## src/rtl/imm_extend_arbiter.sv

```systemverilog
// imm_extend_arbiter
// Two requesters share one 16->32 bit immediate extender. The winner of a
// combinational arbitration is loaded into a one-entry output register.
// That register has a valid/ready handshake and is tagged with the winner's id.
module imm_extend_arbiter #(
  parameter logic FAIR = 1'b1
) (
  input  logic        clk,
  input  logic        rst_n,
  input  logic        req0_valid,
  output logic        req0_ready,
  input  logic [15:0] req0_imm,
  input  logic [1:0]  req0_mode,
  input  logic        req1_valid,
  output logic        req1_ready,
  input  logic [15:0] req1_imm,
  input  logic [1:0]  req1_mode,
  output logic        out_valid,
  input  logic        out_ready,
  output logic [31:0] out_data,
  output logic        out_id,
  output logic [1:0]  out_mode,
  output logic [7:0]  xfer_cnt
);

  logic        r_out_valid;
  logic [31:0] r_out_data;
  logic        r_out_id;
  logic [1:0]  r_out_mode;
  logic [7:0]  r_xfer_cnt;
  logic        r_last;

  logic        w_can_accept;
  logic        w_grant0;
  logic        w_grant1;
  logic        w_ready0;
  logic        w_ready1;
  logic        w_accept;
  logic [15:0] w_imm;
  logic [1:0]  w_mode;
  logic [31:0] w_ext;

  // Extend a 16-bit immediate according to its mode.
  // Branch mode yields a sign-extended word offset (shifted left by 2).
  function automatic logic [31:0] f_extend(input logic [15:0] imm, input logic [1:0] mode);
    logic [31:0] res;
    case (mode)
      2'b00:   res = {{16{imm[15]}}, imm};
      2'b01:   res = {16'h0000, imm};
      2'b10:   res = {imm, 16'h0000};
      default: res = {{14{imm[15]}}, imm, 2'b00};
    endcase
    return res;
  endfunction

  // Arbitration and datapath select.
  // On a tie, fixed priority favours requester 0; round-robin favours the one not served last.
  always_comb begin
    w_can_accept = !r_out_valid || out_ready;
    w_grant0     = req0_valid && (!req1_valid || !FAIR || r_last);
    w_grant1     = req1_valid && (!req0_valid || (FAIR && !r_last));
    // Ready is forced low while reset is held so nothing appears accepted during reset.
    w_ready0     = w_grant0 && w_can_accept && rst_n;
    w_ready1     = w_grant1 && w_can_accept && rst_n;
    w_accept     = w_ready0 || w_ready1;
    w_imm        = w_grant1 ? req1_imm  : req0_imm;
    w_mode       = w_grant1 ? req1_mode : req0_mode;
    w_ext        = f_extend(w_imm, w_mode);
  end

  // Output register, last-winner tracking and handshake counter.
  always_ff @(posedge clk) begin
    if (!rst_n) begin
      r_out_valid <= 1'b0;
      r_out_data  <= 32'h0;
      r_out_id    <= 1'b0;
      r_out_mode  <= 2'b00;
      r_xfer_cnt  <= 8'd0;
      r_last      <= 1'b1;
    end else begin
      if (r_out_valid && out_ready) begin
        r_xfer_cnt <= r_xfer_cnt + 8'd1;
      end
      if (w_accept) begin
        r_out_valid <= 1'b1;
        r_out_data  <= w_ext;
        r_out_id    <= w_grant1;
        r_out_mode  <= w_mode;
        r_last      <= w_grant1;
      end else if (out_ready) begin
        r_out_valid <= 1'b0;
      end
    end
  end

  assign req0_ready = w_ready0;
  assign req1_ready = w_ready1;
  assign out_valid  = r_out_valid;
  assign out_data   = r_out_data;
  assign out_id     = r_out_id;
  assign out_mode   = r_out_mode;
  assign xfer_cnt   = r_xfer_cnt;

endmodule

```

## config.mk

```make
export PLATFORM = sky130hd
export DESIGN_NAME = imm_extend_arbiter
export DESIGN_NICKNAME = d
export VERILOG_FILES = /design/src/rtl/imm_extend_arbiter.sv
export SDC_FILE = /design/constraint.sdc
export NUM_CORES = 1
export LEC_CHECK = 0
export CAP_MARGIN = 10
export CORE_MARGIN = 2
export CORE_UTILIZATION = 50
export CTS_BUF_LIST = sky130_fd_sc_hd__clkbuf_8
export CTS_CLUSTER_DIAMETER = 50
export CTS_CLUSTER_SIZE = 40
export DETAILED_ROUTE_END_ITERATION = 16
export DONT_BUFFER_PORTS = 1
export PLACE_DENSITY = 0.67
export SYNTH_ARGS = -nofsm -noshare
export SYNTH_HDL_FRONTEND = slang
export SYNTH_SLANG_ARGS = --single-unit
export TNS_END_PERCENT = 50
```

## constraint.sdc

```tcl
create_clock -name clk -period 1.9 [get_ports clk]
set_clock_uncertainty 0.2 [all_clocks]
set_input_delay 0.38 -clock clk [delete_from_list [all_inputs] [get_ports clk]]
set_output_delay 0.38 -clock clk [all_outputs]
set_load 0.005 [all_outputs]
```

==> qor.yml, run 1 <==
synthesis:
  netlist_area_um2: 2349
  ys_ff_latch: 45
  post_synth_num_cell_types: 33
  synthCells: 266
  synth_top_area_share_pct: 38.36
  yosys_warnings: 0
  ys_seq_area_share_pct: 38.36
  syn_area_per_cell_um2: 8.829
  syn-num-nets: 308
  synth_async_sr_flop_share_pct: 0
  synth-main-ff-cell: "dfxtp_1"
  yosys-top-cells-area: "dfxtp_1, o221a_2, mux2i_1, nand3_1, nand4_1"
  synth_edf_count: 0
  yosys.area.top_type: "dfxtp_1"
cts:
  insertion_delay_ns: 0.30
  cts.sinks: 45
  cts_tree: "yes"
  htreeDepth: 2
  clk_path_buf_depth: 2
  cts_root_buf: "clkbuf_8"
  clkSlewWorstSetupHoldPaths_ns: 0.09
  cts_buffers: 5
job:
  drv_cap: 0
grt:
  grt_use_total_pct: 23.58
  grt_overflow: 0
  grt_pass1_vias: 1870
  grt_max_degree: 37
  grt_pass1_wl_um: 9597
  antenna_found_initial: 0
detailed_routing:
  vias: 2017
  wl_per_cell_um: 20.09
  wirelength_um: 6189
  ant_nets: 0
  dr.pass1.iters: 4
  first_iter_violations: 159
  routed_via_density: 6.549
  drcViolationCount: 0
status:
  status: "completed"
critical_path:
  critPathMaxFanout: 31
  critPathRequiredTime_ns: 1.32
  cpPeakStageDelay_ns: 0.35
  path_class: "reg -> out"
  startpoint_type: "flip-flop"
  cp.buffers_inverters: 1
  crit_arrival_ns: 1.26
  critPathTopFamily: "flip-flops"
  worstPathCellList: "a21bo_2 > buf_8 > nor2_1"
  critPathCaptureType: "primary output"
  critPathSlowestCell: "dfxtp_1"
finish:
  layout_commonest_cell: "dfxtp_1"
  fin_nets: 297
  fin_cells: 308
  fillCellCount: 409
  final_util_pct: 56.76
  finalInstanceArea_um2: 2522
  area_growth_pct: 7.405
  final_layout_size_suffix_gt1_share_pct: 16.80
  mostFrequentLayoutCells: "dfxtp_1, nor2_1, nand3_1"
  diodes: 0
placement:
  dpl_cell_area_um2: 2361
  hpwlAfterDp_um: 4388
  gp_congestion: 0.7832
  dp.cells: 298
  io_buffers: 0
floorplan:
  dieHeight_um: 72.54
  start_util_pct: 52.84
  pin_count: 87
  die_area_um2: 5261
  core_um2: 4444
  die_x_um: 72.54
  num_rows: 24
timing:
  fmax_mhz: 544.9
  fin_setup_tns_ns: 0
  setup_violations: 0
  finalHoldViolations: 0
  worst_slew_pin_slew_ns: 0.3329
  rsz0062_at_grt: "no"
  finalCriticalPeriod_ns: 1.835
  finalCritPeriodShare_pct: 96.58
  slew_headroom_pct: 77.17
  finalMaxSlewViolations: 0
power_and_ir_drop:
  total_power_uw: 2256
  leakage_uw: 0.0009551
  ir_drop_v: 0.0004363
  power-per-cell-area_nw_per_um2: 894.5
min_path:
  min_path_type: "in -> reg"
final cells by class:
cell class,instances,area [um^2],share of cell area [%]
Sequential cell,45,900.9,35.71
Timing Repair Buffer,11,107.6,4.266
Multi-Input combinational cell,191,1311,51.98
Clock buffer,5,68.82,2.728
Clock inverter,3,65.06,2.579
Inverter,1,3.754,0.1488
Tap cell,52,65.06,2.579
flip-flops by register name (all words and copies together), names as in the netlist:
signal	cells
xfer_cnt	8
r_last	1
out_valid	1
out_mode	2
out_id	1
out_data	32
metrics by stage:
step           hold slack (ns)  worst slack, ns
2_1_floorplan           0.2503          0.08688
3_3_place_gp            0.2673           0.1405
3_5_place_dp            0.2673           0.1053
4_1_cts               0.004021          0.01505
5_1_grt            0.000002554         0.009015
6_report               0.01488          0.06490
worst register-to-register path, cell delays in order (launching register included):
cell	delay [ns]
dfxtp_1	0.39
a21bo_2	0.24
mux2_4	0.42
o221a_2	0.32
a21oi_1	0.13
power by group:
group          internal, uW  leakage [uW]  switching [uW]
clock network           522     0.0000681             330
logic                   163      0.000516             172
registers              1010      0.000370            55.8
total                  1700      0.000955             558
cells in the mapped netlist (all sizes together) (2+ instances only):
| library cell | number |
|---|---|
| nor3 | 2 |
| xor2 | 6 |
| nor2 | 28 |
| and3 | 2 |
| o211ai | 3 |
| clkbuf | 12 |
| dfxtp | 45 |
| a21oi | 15 |
| xnor2 | 3 |
| o21ai | 15 |
| nand2 | 9 |
| buf | 17 |
| o221a | 28 |
| o31ai | 3 |
| nor2b | 3 |
| nand3 | 25 |
| mux2i | 21 |
| nand4 | 18 |
routing by layer:
metal  global-route usage [%]  wire length [um]  part of all wire (%)
met1                    29.99              2537                    41
met2                    37.47              2898                    47
met3                    9.583               697                    11
met4                    5.556                55                  0.89
met5                        0                 0                     0
worst paths after layout:
| kind | start | to | slack [ns] | cells past startpoint |
|---|---|---|---|---|
| worst min register to register | out_data[16] | out_data[16] | 0.28 | 2 |
| worst min-delay path | rst_n | out_data[2] | 0.01 | 2 |
| worst max register to register | r_last | out_data[9] | 0.15 | 4 |
| worst max-delay path | r_last | req1_ready | 0.06 | 3 |
cell families (layout without fill, tap and decap cells):
family | count (synthesis) | after routing | share of synthesized area (%)
xor gates and xnor gates | 9 | 9 | 3.357
DFF | 45 | 45 | 38.36
buffers and inverters | 30 | 20 | 6.180
and+or+nand+nor | 91 | 91 | 18.91
muxes | 22 | 22 | 9.590
adders and majority gates | 1 | 1 | 0.5327
AOI/OAI and AO/OA | 68 | 68 | 23.07
what timing repair did:
item	CTS	global route
gates cloned	0	0
gates resized for setup	2	1
hold buffers	1	1
endpoints found under the setup margin	1	1
buffers inserted	0	0
hold endpoints to repair	1	3
Power figures use the tool's default switching activity.
==> inputs of run 2 (changes only) <==
--- a/config.mk
+++ b/config.mk
@@ -6,14 +6,13 @@
 export NUM_CORES = 1
 export LEC_CHECK = 0
 export CAP_MARGIN = 10
-export CORE_MARGIN = 2
-export CORE_UTILIZATION = 50
-export CTS_BUF_LIST = sky130_fd_sc_hd__clkbuf_8
+export CORE_UTILIZATION = 46
+export CTS_BUF_LIST = sky130_fd_sc_hd__clkbuf_16
 export CTS_CLUSTER_DIAMETER = 50
 export CTS_CLUSTER_SIZE = 40
 export DETAILED_ROUTE_END_ITERATION = 16
 export DONT_BUFFER_PORTS = 1
-export PLACE_DENSITY = 0.67
+export PLACE_DENSITY = 0.62
 export SYNTH_ARGS = -nofsm -noshare
 export SYNTH_HDL_FRONTEND = slang
 export SYNTH_SLANG_ARGS = --single-unit
==> run 2 against run 1 <==
- maximum frequency up 2.4%
- combinational power down 1%
- worst hold slack better by 0.022 ns
- design area up 0.74%
- first-iteration DRC count down 8.8%
- wire length up 0.87%
- cell count up 4.9%
- largest power group unchanged
- power down 0.73%
==> qor.yml, run 2 (synthesized netlist as in run 1, its figures left out) <==
grt:
  grt_pass1_vias: 1981  # was 1870
  antenna_found_initial: 0  # unchanged
  grt_max_degree: 37  # unchanged
  grt_overflow: 0  # unchanged
  grt_pass1_wl_um: 10150  # was 9597 um
  grt_use_total_pct: 24.69  # was 23.58%
finish:
  layout.area.seq_um2: 900.9  # unchanged
  area_growth_pct: 8.205  # was 7.405%
  layout_commonest_cell: "dfxtp_1"  # unchanged
  final_layout_size_suffix_gt1_share_pct: 16.41  # was 16.80%
  diodes: 0  # unchanged
  mostFrequentLayoutCells: "dfxtp_1, nor2_1, nand3_1"  # unchanged
  multiInputGateArea_um2: 1311  # unchanged
  largest_reg_flops: 32  # unchanged
  fin_nets: 297  # unchanged
  fillCellCount: 478  # was 409
critical_path:
  critPathTopFamily: "compound AO/OA/AOI/OAI gates"  # was flip-flops
  cp.buffers_inverters: 1  # unchanged
  critPathCaptureType: "flip-flop"  # was primary output
  path_class: "reg -> reg"  # was reg -> out
  worstPathCellList: "a21bo_1 > buf_4 > mux2i_1 > o221a_1 > a21oi_1"  # was a21bo_2 > buf_8 > nor2_1
  startpoint_type: "flip-flop"  # unchanged
  critPathMaxFanout: 11  # was 31
  cpPeakStageDelay_ns: 0.37  # was 0.35 ns
  critPathSlowestCell: "dfxtp_1"  # unchanged
  critPathRequiredTime_ns: 1.87  # was 1.32 ns
  crit_arrival_ns: 1.76  # was 1.26 ns
cts:
  cts_root_buf: "clkbuf_16"  # was clkbuf_8
  cts_resized: 0  # was 2
  clkSlewWorstSetupHoldPaths_ns: 0.06  # was 0.09 ns
  htreeDepth: 2  # unchanged
  cts_buffers: 5  # unchanged
  insertion_delay_ns: 0.28  # was 0.30 ns
  clk_path_buf_depth: 2  # unchanged
  cts.sinks: 45  # unchanged
  post_cts_buffers: 0  # unchanged
  cts_tree: "yes"  # unchanged
detailed_routing:
  routed_via_density: 6.443  # was 6.549
  first_iter_violations: 145  # was 159
  drcViolationCount: 0  # unchanged
  dr.pass1.iters: 4  # unchanged
  ant_nets: 0  # unchanged
  wl_per_cell_um: 19.33  # was 20.09 um
  vias: 2081  # was 2017
  wirelength_um: 6243  # was 6189 um
timing:
  finalCriticalPeriod_ns: 1.793  # was 1.835 ns
  worst_slew_pin_slew_ns: 0.3252  # was 0.3329 ns
  finalCritPeriodShare_pct: 94.35  # was 96.58%
  fin_setup_tns_ns: 0  # unchanged
  setup_violations: 0  # unchanged
  fmax_mhz: 557.8  # was 544.9 MHz
  slew_headroom_pct: 77.70  # was 77.17%
  finalHoldViolations: 0  # unchanged
  rsz0062_at_grt: "no"  # unchanged
  finalMaxSlewViolations: 0  # unchanged
floorplan:
  die_area_um2: 5395  # was 5261 um^2
  core_um2: 4817  # was 4444 um^2
  pin_count: 87  # unchanged
  start_util_pct: 48.75  # was 52.84%
  num_rows: 25  # was 24
  dieHeight_um: 73.45  # was 72.54 um
  die_x_um: 73.45  # was 72.54 um
power_and_ir_drop:
  leakage_uw: 0.0009538  # was 0.0009551 uW
  total_power_uw: 2240  # was 2256 uW
  ir_drop_v: 0.0005384  # was 0.0004363 V
  power-per-cell-area_nw_per_um2: 881.4  # was 894.5 nW/um^2
placement:
  gp_congestion: 0.7422  # was 0.7832
  hpwlAfterDp_um: 4399  # was 4388 um
  io_buffers: 0  # unchanged
status:
  status: "completed"  # unchanged
job:
  drv_cap: 0  # unchanged
min_path:
  min_path_type: "in -> reg"  # unchanged
==> run 2: changes by cell type in the layout (fill, tap and decap cells not counted), moves of 2 or more <==
cell	previous run	this run
clkinvlp_4	0	2
buf_4	7	9
clkbuf_8	5	0
bufinv_16	2	0
clkbuf_16	0	5
==> run 2: metal layers <==
| layer | part of all wire, % | vias to the layer above | track usage [%] |
|---|---|---|---|
| met4 | 2.3 | 0 | 9.188 |
| met1 | 40 | 997 | 30.71 |
| met5 | 0 | - | 0 |
| met2 | 47 | 91 | 38.84 |
| li1 | - | 982 | - |
| met3 | 10 | 11 | 9.191 |
==> run 2: power breakdown <==
group          switching, uW  internal [uW]  total [uW]
Combinational            169            161         331
Sequential              56.6           1010        1070
Clock                    356            482         838
Total                    582           1660        2240
==> run 2: timing repair <==
item                                   in CTS  in global routing
setup endpoints to repair                   0                  0
endpoints found under the hold margin       1                  0
hold buffers                                1                  0
==> run 2: area by class of cell <==
class / instances / area share [%]
Inverter: 1 / 0.1477
Timing Repair Buffer: 11 / 3.840
Sequential cell: 45 / 35.45
Tap cell: 67 / 3.299
Multi-Input combinational cell: 191 / 51.60
Clock inverter: 3 / 0.7386
Clock buffer: 5 / 4.924
==> run 2: worst register-to-register path: stages (launching register included) <==
cell and delay [ns]:
dfxtp_1 0.37, a21bo_1 0.26, buf_4 0.24, mux2i_1 0.32, o221a_1 0.23, a21oi_1 0.06
==> run 2: stage by stage <==
stage	worst slack, ns	utilization [%]	cell area, um^2	hold WS, ns	instances
after floorplan	0.08688	-	2349	0.2503	266
after global placement	0.1202	49.56	2387	0.2793	314
after detailed placement	0.08545	49.56	2387	0.2806	314
after CTS	0.1234	52.75	2541	0.02850	323
after global routing	0.06347	52.75	2541	0.02895	323
final	0.1073	52.75	2541	0.03685	323
==> run 2: worst paths after layout <==
path	slack (ns)	startpoint	depth (start not counted)	end
worst max-delay path	0.11	r_last	5	out_data[15]
worst max register to register	0.11	r_last	5	out_data[15]
worst min register to register	0.29	out_id	2	out_id
worst min-delay path	0.04	rst_n	2	out_data[15]
==> inputs of run 3 (changes only) <==
--- a/config.mk
+++ b/config.mk
@@ -5,6 +5,7 @@
 export SDC_FILE = /design/constraint.sdc
 export NUM_CORES = 1
 export LEC_CHECK = 0
+export ABC_AREA = 1
 export CAP_MARGIN = 10
 export CORE_UTILIZATION = 46
 export CTS_BUF_LIST = sky130_fd_sc_hd__clkbuf_16
@@ -12,6 +13,7 @@
 export CTS_CLUSTER_SIZE = 40
 export DETAILED_ROUTE_END_ITERATION = 16
 export DONT_BUFFER_PORTS = 1
+export GPL_TIMING_DRIVEN = 0
 export PLACE_DENSITY = 0.62
 export SYNTH_ARGS = -nofsm -noshare
 export SYNTH_HDL_FRONTEND = slang
==> run 3 against run 2 <==
- worst hold slack gained 0.053 ns
- register-to-register slack better by 0.04 ns
- sequential cell count unchanged
- power grew 3.9%
- wire length down 3.7%
- combinational power rose by 24%
- first-iteration DRC count is 30% lower
- maximum frequency decreased by 2.2%
- utilization rose by 1.4 points
- worst setup slack got worse by 0.041 ns
- largest power group unchanged
==> qor.yml, run 3 <==
status:
  status: "completed"  # unchanged
cts:
  cts_buffers: 5  # unchanged
  cts_tree: "yes"  # unchanged
  clkSlewWorstSetupHoldPaths_ns: 0.06  # about the same
  postCtsHoldBufs: 0  # was 1
  cts_root_buf: "clkbuf_16"  # unchanged
  cts.sinks: 45  # unchanged
  insertion_delay_ns: 0.29  # was 0.28 ns
  htreeDepth: 2  # unchanged
  clk_path_buf_depth: 2  # unchanged
timing:
  setup_violations: 0  # unchanged
  finalHoldViolations: 0  # unchanged
  fin_setup_tns_ns: 0  # unchanged
  rsz0062_at_grt: "yes"  # was no
  slew_headroom_pct: 63.53  # was 77.70%
  fin_ws_ns: 0.06674  # was 0.1073 ns
  finalCritPeriodShare_pct: 96.49  # was 94.35%
  worst_slew_pin_slew_ns: 0.5470  # was 0.3252 ns
  finalMaxSlewViolations: 0  # unchanged
  fmax_mhz: 545.5  # was 557.8 MHz
  finalCriticalPeriod_ns: 1.833  # was 1.793 ns
grt:
  grt_pass1_vias: 2187  # was 1981
  grt_max_degree: 16  # was 37
  antenna_found_initial: 0  # unchanged
  grt_pass1_wl_um: 9756  # was 10150 um
  grt_use_total_pct: 23.74  # was 24.69%
  grt_overflow: 0  # unchanged
finish:
  area_growth_pct: 9.833  # was 8.205%
  final_layout_size_suffix_gt1_share_pct: 10.48  # was 16.41%
  finalInstanceArea_um2: 2628  # was 2541 um^2
  layout_commonest_cell: "nand2_1"  # was dfxtp_1
  multiInputGateArea_um2: 1242  # was 1311 um^2
  largest_reg_flops: 32  # unchanged
  mostFrequentLayoutCells: "nand2_1, nand3_1, dfxtp_1"  # was dfxtp_1, nor2_1, nand3_1
  diodes: 0  # unchanged
  fin_nets: 413  # was 297
  fin_cells: 439  # was 323
  fillCellCount: 507  # was 478
  layout.area.seq_um2: 900.9  # unchanged
synthesis:
  synthCells: 364  # was 266
  yosys-top-cells-count: "nand2_1, dfxtp_1, nand3_1"  # was dfxtp_1, nor2_1, nand3_1
  synth_top_area_share_pct: 37.66  # was 38.36%
  synth-main-ff-cell: "dfxtp_1"  # unchanged
  yosys.area.top_type: "dfxtp_1"  # unchanged
  synth_async_sr_flop_share_pct: 0  # unchanged
  post_synth_num_cell_types: 29  # was 33
  synth_most_common_cell: "nand2_1"  # was dfxtp_1
  ys_seq_area_share_pct: 37.66  # was 38.36%
  yosys_warnings: 0  # unchanged
  synth_edf_count: 0  # unchanged
  syn_area_per_cell_um2: 6.572  # was 8.829 um^2
  ys_ff_latch: 45  # unchanged
  yosys-top-cells-area: "dfxtp_1, nand2_1, nand3_1, nor2_1, o21ai_0"  # was dfxtp_1, o221a_2, mux2i_1, nand3_1, nand4_1
  netlist_area_um2: 2392  # was 2349 um^2
  syn-num-nets: 406  # was 308
critical_path:
  r2r-end: "out_data[0]"  # was out_data[15]
  crit_arrival_ns: 1.25  # was 1.76 ns
  critPathSlowestCell: "dfxtp_1"  # unchanged
  critPathMaxFanout: 10  # was 11
  rrSetupSlack_ns: 0.15  # was 0.11 ns
  path_class: "reg -> out"  # was reg -> reg
  cpPeakStageDelay_ns: 0.32  # was 0.37 ns
  critPathRequiredTime_ns: 1.32  # was 1.87 ns
  startpoint_type: "flip-flop"  # unchanged
  r2r_cells: 9  # was 5
  critPathCaptureType: "primary output"  # was flip-flop
  worstPathCellList: "nand2_2 > nand2_4 > buf_6 > clkbuf_4 > nor2_2"  # was a21bo_1 > buf_4 > mux2i_1 > o221a_1 > a21oi_1
  r2r_start: "r_last"  # unchanged
placement:
  dp.cells: 431  # was 314
  dpl_cell_area_um2: 2476  # was 2387 um^2
  io_buffers: 0  # unchanged
  dp_slack_ns: -0.06096  # was 0.08545 ns
  hpwlAfterDp_um: 4576  # was 4399 um
  gp_congestion: 0.8398  # was 0.7422
detailed_routing:
  dr.pass1.iters: 4  # unchanged
  wirelength_um: 6014  # was 6243 um
  ant_nets: 0  # unchanged
  wl_per_cell_um: 13.70  # was 19.33 um
  routed_via_density: 5.203  # was 6.443
  vias: 2284  # was 2081
  drcViolationCount: 0  # unchanged
  first_iter_violations: 102  # was 145
min_path:
  worstHoldStart: "out_ready"  # was rst_n
  min_path_type: "in -> reg"  # unchanged
  hold_end: "out_valid"  # was out_data[15]
  whs_path_depth: 3  # was 2
floorplan:
  dieHeight_um: 74.12  # was 73.45 um
  pin_count: 87  # unchanged
  num_rows: 25  # unchanged
  die_x_um: 74.12  # was 73.45 um
  core_um2: 4848  # was 4817 um^2
  start_util_pct: 49.34  # was 48.75%
  die_area_um2: 5493  # was 5395 um^2
power_and_ir_drop:
  ir_drop_v: 0.0003542  # was 0.0005384 V
  leakage_uw: 0.001155  # was 0.0009538 uW
  power-per-cell-area_nw_per_um2: 885.3  # was 881.4 nW/um^2
  total_power_uw: 2326  # was 2240 uW
job:
  drv_cap: 0  # unchanged
## run 3: cell types whose count changed in the layout (fill, tap and decap cells not counted), sizes merged, moves of 4 or more
cell    before  now
buf         10   14
clkbuf       5   12
nor2        28   46
nand4       18    1
nand2        9  122
nand3       25   46
xor2         6    0
a21oi       15   22
inv          2   29
o221a       28    0
o21ai       15   24
mux2i       21    0
## run 3: what timing repair did
action / in CTS / in global routing
endpoints found under the hold margin: 0 / 0
gates resized for setup: 0 / 2
endpoints found under the setup margin: 0 / 2
buffers inserted: 0 / 0
## run 3: power breakdown
| group | internal [uW] | switching (uW) |
|---|---|---|
| Combinational | 138 | 271 |
| Clock | 489 | 371 |
| Sequential | 1010 | 48.3 |
| Total | 1640 | 690 |
## run 3: cells by family (layout without fill, tap and decap cells)
| logic type | count (synthesis) | after routing | synth area share, % |
|---|---|---|---|
| DFF | 45 | 45 | 37.66 |
| adders and majority gates | 1 | 1 | 0.5229 |
| AOI/OAI and AO/OA | 49 | 49 | 11.09 |
| buffers and inverters | 50 | 58 | 10.51 |
| and+or+nand+nor | 219 | 219 | 40.22 |
## run 3: metal layers
layer / GRT usage (%) / vias to the layer above / part of all wire (%) / wire (um)
met5: 0 / - / 0 / 0
met1: 27.90 / 1021 / 43 / 2597
li1: - / 1173 / - / -
met2: 41.31 / 80 / 46 / 2791
met3: 6.369 / 10 / 8.3 / 499
met4: 8.761 / 0 / 2.1 / 125
## run 3: cell type report
type / count / share of cell area (%)
buffer: 21 / 5.429
clock buffer: 5 / 4.762
clock inverter: 3 / 0.8095
inverter: 29 / 4.238
multi-input combinational: 269 / 47.29
sequential: 45 / 34.29
tap: 67 / 3.190
## run 3: worst max-delay path, delay by kind of cell, from the launching register on
family	cells	cell delay, ns
buf+inv	2	0.33
flops	1	0.32
simple gates	3	0.31
## run 3: stage by stage
stage / utilization, % / hold WS (ns)
after floorplan: - / 0.2599
after global placement: 51.07 / 0.2787
after detailed placement: 51.07 / 0.2848
after CTS: 54.09 / 0.08782
after global routing: 54.19 / 0.1089
final: 54.19 / 0.08970
## run 3: worst max path at each step
| stage | start | to |
|---|---|---|
| final | r_last | req1_ready |
| after detailed placement | rst_n | out_data[0] |
| after CTS | r_last | req1_ready |
| after floorplan | req0_valid | out_data[21] |
| after global placement | rst_n | out_data[12] |
| after global routing | r_last | req1_ready |
